## src/rtl/score_pkg.sv

```systemverilog
// score_pkg
// Shared constants, state encoding and the double-dabble step helper for the
// score binary-to-BCD reader. Imported by the converter, its interface and
// the seven-segment decoder.
// Optional build macro used elsewhere: SCORE_BCD_SEG_EN (segment outputs).
`timescale 1ns/1ps
package score_pkg;

  localparam int SCORE_W = 8;                        // binary score width
  localparam int DIGITS  = 3;                        // BCD digits, covers 255
  localparam int BCD_W   = 4;                        // bits per BCD digit
  localparam int ITER    = SCORE_W;                  // one iteration per score bit
  localparam int SREG_W  = DIGITS * BCD_W + SCORE_W; // {bcd digits, binary}

  localparam logic [6:0] SEG_BLANK = 7'b1111111;     // all segments off
  localparam logic [6:0] SEG_ZERO  = 7'b1000000;     // digit 0, active-low gfedcba

  typedef enum logic {
    IDLE  = 1'b0,
    SHIFT = 1'b1
  } state_t;

  // One double-dabble iteration: every BCD nibble >= 5 gets +3 (4-bit add,
  // no carry into the next nibble; 5..9 becomes 8..12, so it never wraps),
  // then the whole register shifts left by one.
  function automatic logic [SREG_W-1:0] dabble_step(input logic [SREG_W-1:0] v);
    logic [SREG_W-1:0] a;
    a = v;
    for (int i = 0; i < DIGITS; i++) begin
      if (a[SCORE_W + BCD_W*i +: BCD_W] >= 4'd5)
        a[SCORE_W + BCD_W*i +: BCD_W] = a[SCORE_W + BCD_W*i +: BCD_W] + 4'd3;
    end
    return {a[SREG_W-2:0], 1'b0};
  endfunction

endpackage

```

## src/rtl/score_bcd_converter_if.sv

```systemverilog
// score_bcd_converter_if
// Request/result bundle between the score counter side and the converter.
//   start  - single-cycle conversion request (sampled only when idle)
//   score  - binary score, captured on the accepting edge
//   busy   - conversion in progress
//   done   - one-cycle pulse when bcd takes a new value
//   bcd    - {hundreds, tens, ones}
//   hex2/hex1/hex0 - active-low segment patterns (only with SCORE_BCD_SEG_EN)
// Modports: master (requester side), slave (converter side).
`timescale 1ns/1ps
interface score_bcd_converter_if;
  import score_pkg::*;

  logic                      start;
  logic [SCORE_W-1:0]        score;
  logic                      busy;
  logic                      done;
  logic [DIGITS*BCD_W-1:0]   bcd;
`ifdef SCORE_BCD_SEG_EN
  logic [6:0]                hex2;
  logic [6:0]                hex1;
  logic [6:0]                hex0;
`endif

`ifdef SCORE_BCD_SEG_EN
  modport master (output start, output score,
                  input busy, input done, input bcd,
                  input hex2, input hex1, input hex0);
  modport slave  (input start, input score,
                  output busy, output done, output bcd,
                  output hex2, output hex1, output hex0);
`else
  modport master (output start, output score,
                  input busy, input done, input bcd);
  modport slave  (input start, input score,
                  output busy, output done, output bcd);
`endif

endinterface

```

## src/rtl/seven_seg_decoder.sv

```systemverilog
// seven_seg_decoder
// Combinational BCD digit to active-low seven-segment pattern (gfedcba).
//   digit - 4-bit BCD code; 10..15 cannot occur from the converter and blank
//   seg   - active-low segments, bit 6 = g ... bit 0 = a
`timescale 1ns/1ps
module seven_seg_decoder
  import score_pkg::*;
(
  input  logic [3:0] digit,
  output logic [6:0] seg
);

  always_comb begin
    seg = SEG_BLANK;
    case (digit)
      4'd0: seg = SEG_ZERO;
      4'd1: seg = 7'b1111001;
      4'd2: seg = 7'b0100100;
      4'd3: seg = 7'b0110000;
      4'd4: seg = 7'b0011001;
      4'd5: seg = 7'b0010010;
      4'd6: seg = 7'b0000010;
      4'd7: seg = 7'b1111000;
      4'd8: seg = 7'b0000000;
      4'd9: seg = 7'b0010000;
      default: seg = SEG_BLANK;
    endcase
  end

endmodule

```

## src/rtl/score_bcd_converter.sv

```systemverilog
// score_bcd_converter
// Sequential 8-bit binary to 3-digit BCD reader for the game score display.
// A start pulse in IDLE captures the score; eight shift-and-add-3 iterations
// follow, then bcd is loaded and done pulses for one cycle. bcd only ever
// changes on completion (or reset), so the display never sees partial digits.
// Ports:
//   clock   - system clock, rising edge
//   reset_n - asynchronous active-low reset
//   bus     - score_bcd_converter_if.slave (start, score, busy, done, bcd, hex*)
// Build option: SCORE_BCD_SEG_EN adds registered hex2/hex1/hex0 segment
// outputs, updated one cycle after bcd.
//
// state | meaning
// IDLE  | waiting for start; bcd holds the last result
// SHIFT | double-dabble iterations in progress, busy=1
`timescale 1ns/1ps
module score_bcd_converter
  import score_pkg::*;
(
  input  logic                   clock,
  input  logic                   reset_n,
  score_bcd_converter_if.slave   bus
);

  state_t                  state;
  logic [SREG_W-1:0]       sreg;
  logic [SREG_W-1:0]       sreg_next;
  logic [3:0]              cnt;
  logic                    busy_q;
  logic                    done_q;
  logic [DIGITS*BCD_W-1:0] bcd_q;

  assign sreg_next = dabble_step(sreg);

  always_ff @(posedge clock or negedge reset_n) begin
    if (!reset_n) begin
      state  <= IDLE;
      sreg   <= '0;
      cnt    <= '0;
      busy_q <= 1'b0;
      done_q <= 1'b0;
      bcd_q  <= '0;
    end else begin
      done_q <= 1'b0;
      case (state)
        IDLE: begin
          if (bus.start) begin
            sreg   <= {{(DIGITS*BCD_W){1'b0}}, bus.score};
            cnt    <= '0;
            busy_q <= 1'b1;
            state  <= SHIFT;
          end
        end
        SHIFT: begin
          sreg <= sreg_next;
          cnt  <= cnt + 4'd1;
          // Last iteration: take the digits straight from this step's result
          // so bcd is valid on the same edge as the eighth shift.
          if (cnt == 4'(ITER - 1)) begin
            bcd_q  <= sreg_next[SREG_W-1 -: DIGITS*BCD_W];
            done_q <= 1'b1;
            busy_q <= 1'b0;
            state  <= IDLE;
          end
        end
        default: state <= IDLE;
      endcase
    end
  end

  assign bus.busy = busy_q;
  assign bus.done = done_q;
  assign bus.bcd  = bcd_q;

`ifdef SCORE_BCD_SEG_EN
  logic [6:0] seg2, seg1, seg0;
  logic [6:0] hex2_q, hex1_q, hex0_q;

  seven_seg_decoder u_dec2 (.digit(bcd_q[11:8]), .seg(seg2));
  seven_seg_decoder u_dec1 (.digit(bcd_q[7:4]),  .seg(seg1));
  seven_seg_decoder u_dec0 (.digit(bcd_q[3:0]),  .seg(seg0));

  always_ff @(posedge clock or negedge reset_n) begin
    if (!reset_n) begin
      hex2_q <= SEG_ZERO;
      hex1_q <= SEG_ZERO;
      hex0_q <= SEG_ZERO;
    end else begin
      hex2_q <= seg2;
      hex1_q <= seg1;
      hex0_q <= seg0;
    end
  end

  assign bus.hex2 = hex2_q;
  assign bus.hex1 = hex1_q;
  assign bus.hex0 = hex0_q;
`endif

endmodule

```

## src/flat_wrapper.sv

```systemverilog
// flat-port wrapper written by rule: the top's interface ports become plain ports
module score_bcd_converter_flat import score_pkg::*;
  (clock, reset_n, bus_start, bus_score, bus_busy, bus_done, bus_bcd);
  score_bcd_converter_if bus_i ();
  input  logic clock;
  input  logic reset_n;
  input wire logic [$bits(bus_i.start)-1:0] bus_start;
  input wire logic [$bits(bus_i.score)-1:0] bus_score;
  output wire logic [$bits(bus_i.busy)-1:0] bus_busy;
  output wire logic [$bits(bus_i.done)-1:0] bus_done;
  output wire logic [$bits(bus_i.bcd)-1:0] bus_bcd;
  assign bus_i.start = bus_start;
  assign bus_i.score = bus_score;
  assign bus_busy = bus_i.busy;
  assign bus_done = bus_i.done;
  assign bus_bcd = bus_i.bcd;
  score_bcd_converter u_core (.clock(clock), .reset_n(reset_n), .bus(bus_i));
endmodule
```

## config.mk

```make
export PLATFORM = sky130hd
export DESIGN_NAME = score_bcd_converter_flat
export DESIGN_NICKNAME = d
export VERILOG_FILES = /design/src/rtl/score_pkg.sv /design/src/rtl/score_bcd_converter_if.sv /design/src/rtl/seven_seg_decoder.sv /design/src/rtl/score_bcd_converter.sv /design/src/flat_wrapper.sv
export SDC_FILE = /design/constraint.sdc
export NUM_CORES = 1
export LEC_CHECK = 0
export CORE_AREA = 5 5 85 87
export DETAILED_ROUTE_END_ITERATION = 16
export DIE_AREA = 0 0 90 92
export PLACE_DENSITY = 0.52
export SKIP_LAST_GASP = 1
export SLEW_MARGIN = 40
export SYNTH_ARGS = -nofsm -noshare
export SYNTH_HDL_FRONTEND = slang
export SYNTH_SLANG_ARGS = --single-unit
```

## constraint.sdc

```tcl
create_clock -name clock -period 3.45 [get_ports clock]
set_input_delay 0.69 -clock clock [delete_from_list [all_inputs] [get_ports clock]]
set_output_delay 0.69 -clock clock [all_outputs]
set_load 0.01 [all_outputs]
```

======== Word level (Yosys, flattened, before mapping) ========
Cells that the tools add are included.
cells by class
  equal/unequal tests ..................... 3
  order comparisons ....................... 3
  multiplexer cells ....................... 15
  reduce and logical (&&, ||, !) cells .... 2
  add/sub/neg operators ................... 4
  bitwise logic cells ..................... 1
operator list
  cell                                                 count
  one-hot mux 20 bit (2 select lines)                  1
  two-way mux 20 bit                                   1
  >= comparator 4 x 3 -> 1 bit, second input constant  3
  two-way mux 4 bit                                    3
  adder 4 x 2 -> 4 bit, second input constant          2
  one-hot mux 4 bit (2 select lines)                   1
  two-way mux 1 bit                                    6
  adder 4 x 1 -> 4 bit, second input constant          1
  equality test 4 x 3 -> 1 bit, second input constant  1
  inequality test 2 bit, second input constant         2
  one-hot mux 1 bit (2 select lines)                   2
  AND reduction 2 bit                                  2
  adder 3 x 2 -> 3 bit, second input constant          1
  two-way mux 3 bit                                    1
  inverter 1 bit                                       1
word-level totals
  output and inout bits ................... 14
  logic and storage cells ................. 34
  input bits .............................. 11
  register bits ........................... 39

======== Depth between registers and ports, before layout ========
  word-level depth ........................ 3
  depth in mapped cells ................... 6
  gate-level depth less buffers ........... 6

======== Worst setup path after synthesis ========
No wires, ideal clock.
  kind .................................... register to register
  start ................................... reg u_core.sreg[16]
  end ..................................... reg u_core.bcd_q[10], in the netlist u_core.bus.bcd[10]
  path slack .............................. 1.991 ns
  cell stages (with the launch flop) ...... 7
  data required time ...................... 3.367 ns
  clock period less this slack ............ 1.459 ns
  arrival time ............................ 1.376 ns
  path buffers ............................ 0
  library setup time ...................... 0.083 ns
  path through ............................ dfrtp_1 inv_1 ha_1 nand2b_1 a21oi_2 mux2_2 o21ai_0
on the way
  word-level cells in the longest chain between the ends .. 2
  elaborated cells on any way between the ends .. 3
  those cells by class .................... add/sub (1); order compare (1); mux (1)
ends and longest elaborated chain
  what                                                                         line                              RTL
  from (decl)                                                                  score_bcd_converter.sv:26         logic [SREG_W-1:0] sreg;
  from (signal assigned)                                                       score_bcd_converter.sv:48         sreg <= {{(DIGITS*BCD_W){1'b0}}, bus.score};
  from (signal assigned)                                                       score_bcd_converter.sv:55         sreg <= sreg_next;
  >= comparator 4 x 3 -> 1 bit / adder 3 x 2 -> 3 bit (equally long branches)  score_pkg.sv:30, score_pkg.sv:31
  two-way mux 3 bit *                                                          score_pkg.sv:30                   if (a[SCORE_W + BCD_W*i +: BCD_W] >= 4'd5)
  to (signal assigned)                                                         score_bcd_converter.sv:60         bcd_q <= sreg_next[SREG_W-1 -: DIGITS*BCD_W];
  to (decl)                                                                    score_bcd_converter.sv:31         logic [DIGITS*BCD_W-1:0] bcd_q;
Mark *: on every way between the ends. The rest lies on a longest branch, timed or not.
A chain may end at the register's enable or synchronous reset.

======== Worst setup path in the final report ========
  start ................................... in bus_start
  end ..................................... reg u_core.sreg[10]
on the way
  word-level cells in the longest chain between the ends .. 1
ends and longest elaborated chain
  what                                    line               RTL
  from (decl)                             flat_wrapper.sv:7  input wire logic [$bits(bus_i.start)-1:0] bus_start;
  inequality test 2 bit (no source line)  -
Every way passes these cells.

==> metrics.md <==
| Metric | Value |
|---|---|
| Syn Inst Count | `172` |
| Cells on worst reg2reg path | `4` |
| Cell leakage power | `1.017 nW` |
| Placed Instance Area | `0.002145 mm^2` |
| Post-CTS Resized | `0` |
| VDD IR-drop max | `0.3306 mV` |
| Worst path max stage delay | `0.93 ns` |
| Setup bufs post-CTS | `0` |
| Final Power | `2.103 mW` |
| Finished Layout Cells | `275` |
| Met3 usage | `0.03764` |
| RR Startpoint | `u_core.cnt[0]$_DFFE_PN0P_` |
| WL/cell | `13.03 um` |
| Met1 Use GR | `0.1134` |
| Count of different cell masters after synthesis | `30` |
| Clk_skew | `0.003693 ns` |
| Hold Path Class | `in -> async` |
| Slowest cell on the critical path | `clkdlybuf4s50_1` |
| First-pass GRT wire length | `6.203 mm` |
| Die Ht | `92 um` |
| Antenna Nets Post-Route | `0` |
| RSZ-0062 raised after global routing | `false` |
| DP Cell Count | `267` |
| Power per cell area | `936.7 mW/mm^2` |
| CTS Sinks | `39` |
| Sequential element share of the synthesized area | `0.5310` |
| Max-slew headroom | `0.5197` |
| Critical Path Sink Type | `register` |
| Mean Syn Cell Area | `10.69 um^2` |
| Worst Tran Pin Value | `0.7182 ns` |
| GR Layer Usage met2 | `0.1500` |
| Via count | `1277` |
| Synth top area cells | `dfrtp_1, mux2i_1, nand2_1` |
| CP Launch Type | `input port` |
| Share of the clock period used by the worst path | `0.5837` |
| Max Cap Viol | `0` |
| R2R Setup Slk | `1.86 ns` |
| Core ar. | `0.006277 mm^2` |
| ANT cells | `0` |
| Vias in the first global route | `1326` |
| Cell taking the most area after synthesis | `dfrtp_1` |
| WL final | `3.582 mm` |
| Top Usage Layer GRT | `met2` |
| Crit path max-delay family | `buffers and inverters` |
| Mapped Area | `0.001838 mm^2` |
| Fraction of layout cells with a size suffix above 1 | `0.1111` |
| Register bit total from synthesis | `39` |
| TritonCTS Buffers | `5` |
| IO Count | `25` |
| H-tree levels | `2` |
| CP Max Fanout | `14` |
| Sum Neg Setup Slack | `0 ns` |
| EDFF count, synth | `0` |
| P&R area growth vs syn | `22.12%` |
| Initial antenna violation count | `0` |
| Final Instance Area | `0.002245 mm^2` |
| CTS clk-pin slew, worst paths | `0.07 ns` |
| Dpl ws | `1.121 ns` |
| Ys async rst share | `1.000` |
| Die area | `0.008280 mm^2` |
| Fmax | `496.6 MHz` |
| Clk_lat worst skew | `0.29 ns` |
| Worst setup margin | `1.436 ns` |
| Syn Nets | `190` |
| Worst Path Buf+Inv | `2` |
| Hold Buf Count CTS | `0` |
| Die width | `90 um` |
| Critical Path RT | `3.64 ns` |
| Sequence of cells on the critical path | `clkdlybuf4s50_1 -> inv_1 -> and3_1 -> a21o_1` |
| Worst path arrival time | `2.20 ns` |
| Max Slew Vio Count | `0` |
| Reg2reg end | `u_core.bus.bcd[1]$_DFFE_PN0P_` |
| Clk buf depth | `2` |
| Row Count | `29` |
| Port buffer count | `24` |
| Status | `completed` |
| Final-report setup violation count | `0` |
| Routability Congestion | `0.7071` |
| Initial Util | `0.2928` |
| CTS tree | `done` |
| Vias per Instance | `4.644` |
| Ys flop type | `dfrtp_1` |
| Drt pass-1 iters | `4` |
| Number of nets in the layout | `215` |
| GRT Overall Usage | `0.09334` |
| CTS root buf | `clkbuf_8` |
| Largest net degree at the start of global routing | `40` |
| DRC | `0` |
| Kind of critical path | `in -> reg` |
| Post-synth top area share | `0.5310` |
| Synth cell count leaders | `dfrtp_1, nand2_1, o21ai_0` |
| HPWL Detailed | `2.415 mm` |
| Drt initial violations | `56` |
| GR Overflow Total | `0` |
| Final Hold Fails | `0` |
| Synth Warn # | `0` |
| Layout fillers | `627` |
| Tmin final | `2.014 ns` |
| Most common cell in the netlist | `dfrtp_1` |
==> sequential cells by signal (all words and copies together) (netlist names) <==
name,count
u_core.bus.bcd,12
u_core.bus.busy,1
u_core.bus.done,1
u_core.cnt,4
u_core.sreg,20
u_core.state,1
==> worst max-delay path by stage <==
stage | startpoint | endpoint | slack, ns | cells after the start
after floorplan | u_core.sreg[16]$_DFFE_PN0P_ | u_core.bus.bcd[10]$_DFFE_PN0P_ | 1.99 | 6
after global placement | bus_start | u_core.sreg[14]$_DFFE_PN0P_ | 1.17 | 4
after detailed placement | bus_start | u_core.sreg[10]$_DFFE_PN0P_ | 1.12 | 4
after CTS | bus_start | u_core.sreg[14]$_DFFE_PN0P_ | 1.43 | 4
after global routing | bus_start | u_core.sreg[10]$_DFFE_PN0P_ | 1.32 | 4
final | bus_start | u_core.sreg[10]$_DFFE_PN0P_ | 1.44 | 4
==> cells in the final DEF, fill, tap and decap left out, types with 4 or more instances in the layout <==
| master | netlist | layout |
|---|---|---|
| dfrtp_1 | 39 | 39 |
| nand2_1 | 26 | 26 |
| clkdlybuf4s50_1 | 0 | 23 |
| o21ai_0 | 19 | 19 |
| mux2i_1 | 10 | 10 |
| inv_1 | 8 | 8 |
| ha_1 | 7 | 7 |
| clkbuf_8 | 0 | 7 |
| a21oi_1 | 6 | 6 |
| nor2_1 | 5 | 5 |
| nor3b_1 | 5 | 5 |
| o22ai_1 | 5 | 5 |
| xnor2_1 | 4 | 4 |
| mux2_4 | 4 | 4 |
==> stage by stage <==
stage	hold WS [ns]	utilization
floorplan	0.3944	-
global placement	0.4619	0.3412
detailed placement	0.4759	0.3416
CTS	0.3800	0.3576
global route	0.3987	0.3576
finish	0.3613	0.3576
==> cell families after synthesis <==
family,share of synthesized area
and+or+nand+nor,0.1300
AOI/OAI and AO/OA,0.1327
DFF,0.5310
buffers and inverters,0.04152
muxes,0.09326
adders and majority gates,0.04765
xor gates and xnor gates,0.02382
==> routing by layer <==
layer,vias up,share of wire
li1,636,-
met2,27,0.45
met5,-,0
met4,0,0.015
met3,6,0.054
met1,608,0.48
==> power breakdown <==
group	switching (mW)	internal, mW	total [mW]
Clock	0.156	0.182	0.339
Combinational	0.464	0.489	0.952
Sequential	0.150	0.662	0.811
Total	0.770	1.33	2.10
==> final cells by class <==
cell class	count	area (um^2)	area share
Timing Repair Buffer	26	252.7	0.1126
Multi-Input combinational cell	116	785.8	0.3501
Clock buffer	8	100.1	0.04459
Tap cell	77	96.34	0.04292
Inverter	9	33.78	0.01505
Sequential cell	39	975.9	0.4348
Power figures use the tool's default switching activity.
